===== config.mk =====
export PLATFORM = sky130hd
export DESIGN_NAME = midi_parameter_transmitter
export DESIGN_NICKNAME = d
export VERILOG_FILES = /design/src/rtl/midi_parameter_transmitter.sv
export SDC_FILE = /design/constraint.sdc
export NUM_CORES = 1
export LEC_CHECK = 0
export ABC_AREA = 1
export ABC_CLOCK_PERIOD_IN_PS = 3800
export CELL_PAD_IN_SITES_DETAIL_PLACEMENT = 0
export CELL_PAD_IN_SITES_GLOBAL_PLACEMENT = 1
export CORE_ASPECT_RATIO = 2
export CORE_MARGIN = 4
export CORE_UTILIZATION = 49
export DETAILED_ROUTE_END_ITERATION = 8
export PLACE_DENSITY = 0.87
export REMOVE_ABC_BUFFERS = 1
export SLEW_MARGIN = 20
export SYNTH_ARGS = -nofsm -noshare
export SYNTH_HDL_FRONTEND = slang
export SYNTH_SLANG_ARGS = --single-unit

===== constraint.sdc =====
create_clock -name clock_50_000_000 -period 3.8 [get_ports clock_50_000_000]
set_clock_uncertainty 0.15 [all_clocks]
set_input_delay 1.14 -clock clock_50_000_000 [delete_from_list [all_inputs] [get_ports clock_50_000_000]]
set_output_delay 1.14 -clock clock_50_000_000 [all_outputs]
set_load 0.02 [all_outputs]

===== src/rtl/midi_parameter_transmitter.sv =====
`default_nettype none
//------------------------------------------------------------------------------
// midi_parameter_transmitter
// Coalesces synth parameter updates and sends each as a 3-byte MIDI Control
// Change message on a 31250-baud 8N1 UART line.
// Revision: 1.0
//------------------------------------------------------------------------------
module midi_parameter_transmitter #(
  parameter int         CLKS_PER_BIT = 1600,
  parameter logic [3:0] MIDI_CHANNEL = 4'd0,
  parameter int         CC_TEMPO     = 20,
  parameter int         CC_UNISON    = 21,
  parameter int         CC_ATTACK    = 73,
  parameter int         CC_DECAY     = 75,
  parameter int         CC_SUSTAIN   = 22,
  parameter int         CC_RELEASE   = 72,
  parameter int         CC_VOLUME    = 7
) (
  input  logic       clock_50_000_000,
  input  logic       reset_l,
  input  logic       param_valid,
  input  logic [2:0] param_id,
  input  logic [6:0] param_value,
  output logic       tx,
  output logic       busy,
  output logic [6:0] pending,
  output logic       message_sent
);

  localparam int            TW          = (CLKS_PER_BIT > 1) ? $clog2(CLKS_PER_BIT) : 1;
  localparam logic [TW-1:0] C_LAST_TICK = TW'(CLKS_PER_BIT - 1);

  localparam logic [1:0] S_IDLE  = 2'd0;
  localparam logic [1:0] S_START = 2'd1;
  localparam logic [1:0] S_DATA  = 2'd2;
  localparam logic [1:0] S_STOP  = 2'd3;

  logic [1:0]    state_q, state_d;
  logic [TW-1:0] timer_q, timer_d;
  logic [2:0]    bit_q, bit_d;
  logic [1:0]    byte_q, byte_d;
  logic [23:0]   shift_q, shift_d;
  logic [6:0]    pending_q, pending_d;
  logic [6:0]    value_q [7];
  logic [6:0]    value_d [7];
  logic          sent_q, sent_d;

  logic          capture;
  logic          start_msg;
  logic          bit_end;
  logic [2:0]    sel_id;

  function automatic logic [6:0] cc_of(input logic [2:0] id);
    case (id)
      3'd0:    cc_of = 7'(CC_TEMPO);
      3'd1:    cc_of = 7'(CC_UNISON);
      3'd2:    cc_of = 7'(CC_ATTACK);
      3'd3:    cc_of = 7'(CC_DECAY);
      3'd4:    cc_of = 7'(CC_SUSTAIN);
      3'd5:    cc_of = 7'(CC_RELEASE);
      3'd6:    cc_of = 7'(CC_VOLUME);
      default: cc_of = 7'd0;
    endcase
  endfunction

  assign capture   = param_valid && (param_id != 3'd7);
  assign start_msg = (state_q == S_IDLE) && (pending_q != 7'd0);
  assign bit_end   = (timer_q == C_LAST_TICK);

  // Lowest pending index has priority.
  always_comb begin
    sel_id = 3'd0;
    for (int i = 6; i >= 0; i--) begin
      if (pending_q[i]) sel_id = 3'(i);
    end
  end

  always_ff @(posedge clock_50_000_000 or negedge reset_l) begin
    if (!reset_l) state_q <= S_IDLE;
    else          state_q <= state_d;
  end

  always_comb begin
    state_d = state_q;
    case (state_q)
      S_IDLE:  if (start_msg) state_d = S_START;
      S_START: if (bit_end) state_d = S_DATA;
      S_DATA:  if (bit_end && (bit_q == 3'd7)) state_d = S_STOP;
      S_STOP:  if (bit_end) state_d = (byte_q == 2'd2) ? S_IDLE : S_START;
      default: state_d = S_IDLE;
    endcase
  end

  always_comb begin
    tx   = 1'b1;
    busy = 1'b1;
    case (state_q)
      S_IDLE:  busy = 1'b0;
      S_START: tx   = 1'b0;
      S_DATA:  tx   = shift_q[0];
      default: ;
    endcase
  end

  assign pending      = pending_q;
  assign message_sent = sent_q;

  // Status byte sits in the low byte so the buffer simply shifts right, LSB first.
  always_comb begin
    timer_d   = timer_q;
    bit_d     = bit_q;
    byte_d    = byte_q;
    shift_d   = shift_q;
    pending_d = pending_q;
    value_d   = value_q;
    sent_d    = 1'b0;

    if (state_q == S_IDLE) begin
      timer_d = '0;
      bit_d   = 3'd0;
      byte_d  = 2'd0;
      if (start_msg) begin
        shift_d = {1'b0, value_q[sel_id], 1'b0, cc_of(sel_id), 4'hB, MIDI_CHANNEL};
        pending_d[sel_id] = 1'b0;
      end
    end else if (bit_end) begin
      timer_d = '0;
      case (state_q)
        S_DATA: begin
          shift_d = {1'b0, shift_q[23:1]};
          bit_d   = bit_q + 3'd1;
        end
        S_STOP: begin
          if (byte_q == 2'd2) sent_d = 1'b1;
          else                byte_d = byte_q + 2'd1;
        end
        default: ;
      endcase
    end else begin
      timer_d = timer_q + TW'(1);
    end

    // Applied after the scheduler clear so a same-cycle update keeps the id dirty.
    if (capture) begin
      value_d[param_id]   = param_value;
      pending_d[param_id] = 1'b1;
    end
  end

  always_ff @(posedge clock_50_000_000 or negedge reset_l) begin
    if (!reset_l) begin
      timer_q   <= '0;
      bit_q     <= 3'd0;
      byte_q    <= 2'd0;
      shift_q   <= 24'd0;
      pending_q <= 7'd0;
      sent_q    <= 1'b0;
      for (int i = 0; i < 7; i++) value_q[i] <= 7'd0;
    end else begin
      timer_q   <= timer_d;
      bit_q     <= bit_d;
      byte_q    <= byte_d;
      shift_q   <= shift_d;
      pending_q <= pending_d;
      sent_q    <= sent_d;
      value_q   <= value_d;
    end
  end

endmodule
`default_nettype wire


---- Word level (Yosys, flattened, before mapping) ----
Cells that the tools add are included.
operators by class
  bitwise operators ....................... 5
  divide/modulo/power cells ............... 0
  muxes and demuxes ....................... 46
  shift-type cells ........................ 0
  reductions and logical operators ........ 16
  order comparisons ....................... 7
  multipliers ............................. 0
  equal/unequal tests ..................... 18
  $add $sub $neg .......................... 3
operators with widths
  kind                   number
  $mux 24                4
  $bwmux 49              1
  $pmux 7 s7             1
  $mux 7                 6
  $mux 3                 10
  $mux 11                2
  $bmux 7 s3             1
  $demux 7 s3            1
  $mux 2                 8
  $eq 3x3->1 const B     4
  $add 11x1->11 const B  1
  $eq 11x11->1 const B   1
  $ne 2x2->1 const B     5
  $ge 4x4->1 const B     2
  $lt 3x4->1 const B     2
  $mux 1                 8
  $not 3->4              2
  $pmux 2 s4             1
  $and 7x7->7            1
  $not 7->7              1
  $or 7x7->7             1
  $reduce_bool 7->1      1
  $demux 1 s3            2
  $eq 2x2->1 const B     3
  16 further kinds       26
storage, ports and cells
  latch bits .............................. 0
  register bits after elaboration ......... 99
  ROM bits ................................ 0
  output and inout bits ................... 10
  memories ................................ 0
  RAM bits ................................ 0

---- Longest topological paths before layout ----
  depth in word-level cells ............... 17
  gate-level depth with buffers ........... 14
  mapped depth without buffers ............ 14

---- Least setup slack after synthesis ----
OpenSTA, ideal clock, no wires.
  path type ............................... register -> output
  from .................................... reg state_q[0]
  to ...................................... out tx
  path buffers ............................ 0
  cell stages (with the launch flop) ...... 5
  data required time ...................... 2.510 ns
  path slack .............................. 1.181 ns
  arrival ................................. 1.329 ns
  cells stage by stage .................... dfrtp_1 inv_1 ha_1 inv_1 o21ai_0
on the way
  cells in the longest elaborated chain, start to end .. 2
  elaborated cells on any way between the ends .. 3
ends and longest elaborated chain
  what                                             RTL line  source
  from (decl)                                      38        logic [1:0] state_q, state_d;
  from (signal assigned)                           80        else state_q <= state_d;
  $eq 2x2->1 / $eq 2x1->1 (equally long branches)  97        case (state_q)
  $pmux 1 s2 (*)                                   97
  to (decl)                                        24        output logic tx,
Mark *: on every way between the ends. The rest lies on a longest branch, timed or not.

---- Worst setup path after layout ----
Same ends and word-level chain as after synthesis.

==> impl_results.md <==
- Critical Path RT: 2.51 ns
- Tcrit/Tclk final: about nine tenths
- Compound-Gate Fraction of Synth Area: between 10% and 20%
- Clk Tree Root Cell: clkbuf_16
- Flop pwr share: between 50% and 60%
- Slew margin rel.: between 40% and 50%
- Reg2Reg Setup Slack: around 1.5 ns
- Area Growth Syn to Fin: 14.0%
- Largest net degree at the start of global routing: 51
- Post-synthesis simple-gate area fraction: 24.8%
- CTS Hold Bufs: 0
- Power Density: ~450 nW/um^2
- Design Area, Final: ~5300 um^2
- Status: completed
- CP Max Fanout: 6
- CTS tree: done
- RSZ-0062 raised after global routing: false
- Clk buf depth: 2
- Global placement routability congestion: 0.829
- Die height: 146 um
- Mean Syn Cell Area: roughly 8.3 um^2
- Routed length per instance: between 15 and 20 um
- XOR/XNOR Fraction of Synth Area: less than 1%
- Combinational Power Share: roughly 7.6%
- Tmin final: approximately 3.5 ns
- Row Count: 50
- Register area share after synthesis: a little over half
- H-tree levels: 3
- Number of global-route vias before repair: between 3000 and 4000
- Static Leak: 2.52 nW
- Cell taking the most area after synthesis: dfrtp_1
- Clock share of power: around 42%
- Final WL: between 10 and 15 mm
- Via count: between 3000 and 4000
- Total power: ~2.4 mW
- Worst-path clk slew: about 0.060 ns
- Final #Nets: 598
- Slowest CP cell: clkdlybuf4s50_1
- Worst Tran Pin Value: 0.820 ns
- WS Path Type: register to output port
- Area share of fa/ha/maj cells after synthesis: 2.16%
- Setup violations, final: 0
- Clk_lat worst skew: between 0.3 and 0.4 ns
- Io pins: 23
- CP Cell Sequence: inv_1 -> ha_1 -> or2_2 -> o21ai_0 -> clkdlybuf4s50_1
- Detailed-router iteration count before antenna repair: 5
- Starting density of the core: about 50%
- CTS Buf Count: 9
- Global route overflow: 0
- Final core occ: ~57%
- Post-DP HPWL: roughly 8 mm
- Max incr delay on CP: 0.63 ns
- Total GRT Usage: 21.1%
- Switching Share: 22.4%
- Synth Register Bits: 98
- Share of cells above drive strength 1: under 10%
- Synth top area share: 52.9%
- Synthesized cell area: 4640 um^2
- CTS sink count: around 100
- Post-CTS setup buffers: 0
- Maximum vdd drop: about 0.34 mV
- Max Cap Violations: 0
- Initial DRC count: between 300 and 400
- Antenna diodes: 0
- CP Capture Type: output port
- Final hold slack: 0.307 ns
- Multiplexer area fraction after synthesis: 0%
- First-pass GRT wire length: 18.5 mm
- Initial antenna violation count: 0
- Antenna viol nets, final: 0
- Psw: about 0.53 mW
- Yosys cell types: 38
- Synth Instances: between 500 and 600
- CP Launch Type: register
- Post-CTS sizing: 0
- Port bufs: 22
- Yosys warnings: 0
- Largest family of logic cells by synthesized area: simple AND/OR/NAND/NOR gates
- Die Wd: just under 80 um
- Critical Path AT: between 2 and 2.5 ns
- Post-DR vias/cell: around 5.5
- Filler cells: 850
- Fmax: about 290 MHz
- Final hold viol count: 0
- Int Power: 1.84 mW
- DRC Markers: 0
- Top cells by area, synth: dfrtp_1, nand2_1, o21ai_0
- Core region area: approximately 9300 um^2
- Hold WC Path Type: register to register
- Final TNS setup: 0 ns
- Pins Over Slew Limit: 0
- Placed cell areas: just under 5000 um^2
- Die area: 11200 um^2
## cell usage after synthesis (all sizes together)
cell type / instances
a21oi: 17
a22oi: 1
a31oi: 1
and3: 1
buf: 7
clkbuf: 10
clkinv: 1
dfrtp: 98
ha: 8
inv: 55
nand2: 153
nand3: 40
nand3b: 3
nand4: 6
nor2: 51
nor3: 6
nor3b: 1
o211ai: 2
o21a: 2
o21ai: 81
o221ai: 1
o22ai: 4
o311ai: 1
o31ai: 1
or2: 1
xor2: 4
## cell type report
class	count	area, um^2	share of cell area, %
multi-input cells	385	1890	35.7
clock inverters	4	72.6	1.37
inverters	56	210	3.97
repair buffers	27	268	5.06
flip-flops and latches	98	2450	46.4
clock buffers	12	267	5.04
well taps	104	130	2.46
## cells by family (layout without fill, tap and decap cells)
kind of cell    Yosys count  after routing
flops                    98             98
buf+inv                  73             99
fa+ha+maj                 8              8
compound gates          111            111
simple gates            262            262
xor+xnor                  4              4
## sequential cells by signal, indices dropped and copies added, names as in the netlist
| register | count |
|---|---|
| bit_q | 3 |
| byte_q | 2 |
| message_sent | 1 |
| pending | 7 |
| shift_q | 23 |
| state_q | 2 |
| timer_q | 11 |
| value_q | 49 |
## stage by stage
stage,instances,worst slack [ns]
global route,686,0.265
CTS,686,0.336
floorplan,539,0.943
global placement,670,0.778
detailed placement,670,0.706
finish,686,0.329
## cells in the final DEF, fill, tap and decap left out, types with 2 or more instances in the layout
cell type and n:
inv_1 51, nor2_2 3, o21ai_1 2, bufinv_16 2, nand3_1 38, clkbuf_16 9, a21oi_1 16, o21ai_0 78
nand2_2 5, clkbuf_8 3, dfrtp_1 98, clkdlybuf4s50_1 21, nand2_1 146, o22ai_1 4, o21a_1 2, nor3_1 6
ha_1 8, nand3b_1 3, nand4_1 6, nor2_4 3, inv_2 4, nand2_4 2, nor2_1 45, xor2_1 4
buf_4 5, o211ai_1 2
## path summary, 6_finish.rpt
path | cells after the start | start | end
setup / recovery | 5 | state_q[0]$_DFFE_PN0P_ | tx
hold / removal | 1 | timer_q[0]$_DFF_PN0_ | timer_q[0]$_DFF_PN0_
setup reg to reg | 9 | pending[4]$_DFF_PN0_ | shift_q[18]$_DFFE_PN0P_
hold reg to reg | 1 | timer_q[0]$_DFF_PN0_ | timer_q[0]$_DFF_PN0_
max in group asynchronous | 2 | reset_l | value_q[23]$_DFFE_PN0P_
min in group asynchronous | 1 | reset_l | message_sent$_DFF_PN0_
## worst max-delay path, delay by kind of cell (launching register included)
family / cells / cell delay, ns
AOI/OAI and AO/OA: 1 / 0.09
and+or+nand+nor: 1 / 0.32
adders and majority gates: 1 / 0.31
buffers and inverters: 2 / 0.74
DFF: 1 / 0.39
## per-layer routing
layer | routed length [um] | GRT usage [%] | vias to the layer above
li1 | - | - | 1844
met1 | 4170 | 23.5 | 1805
met2 | 6100 | 38.9 | 76
met3 | 306 | 3.16 | 25
met4 | 355 | 8.89 | 0
met5 | 0 | 0 | -
## power groups by stage
| stage | Combinational, mW | Sequential [mW] | Clock, mW |
|---|---|---|---|
| floorplan | 0.114 | 1.20 | 0 |
| global placement | 0.176 | 1.21 | 0 |
| detailed placement | 0.182 | 1.21 | 0 |
| CTS | 0.183 | 1.19 | 1.02 |
| global route | 0.214 | 1.21 | 1.06 |
| finish | 0.180 | 1.19 | 1.00 |
Note: power is estimated with default switching activity, not from simulation.
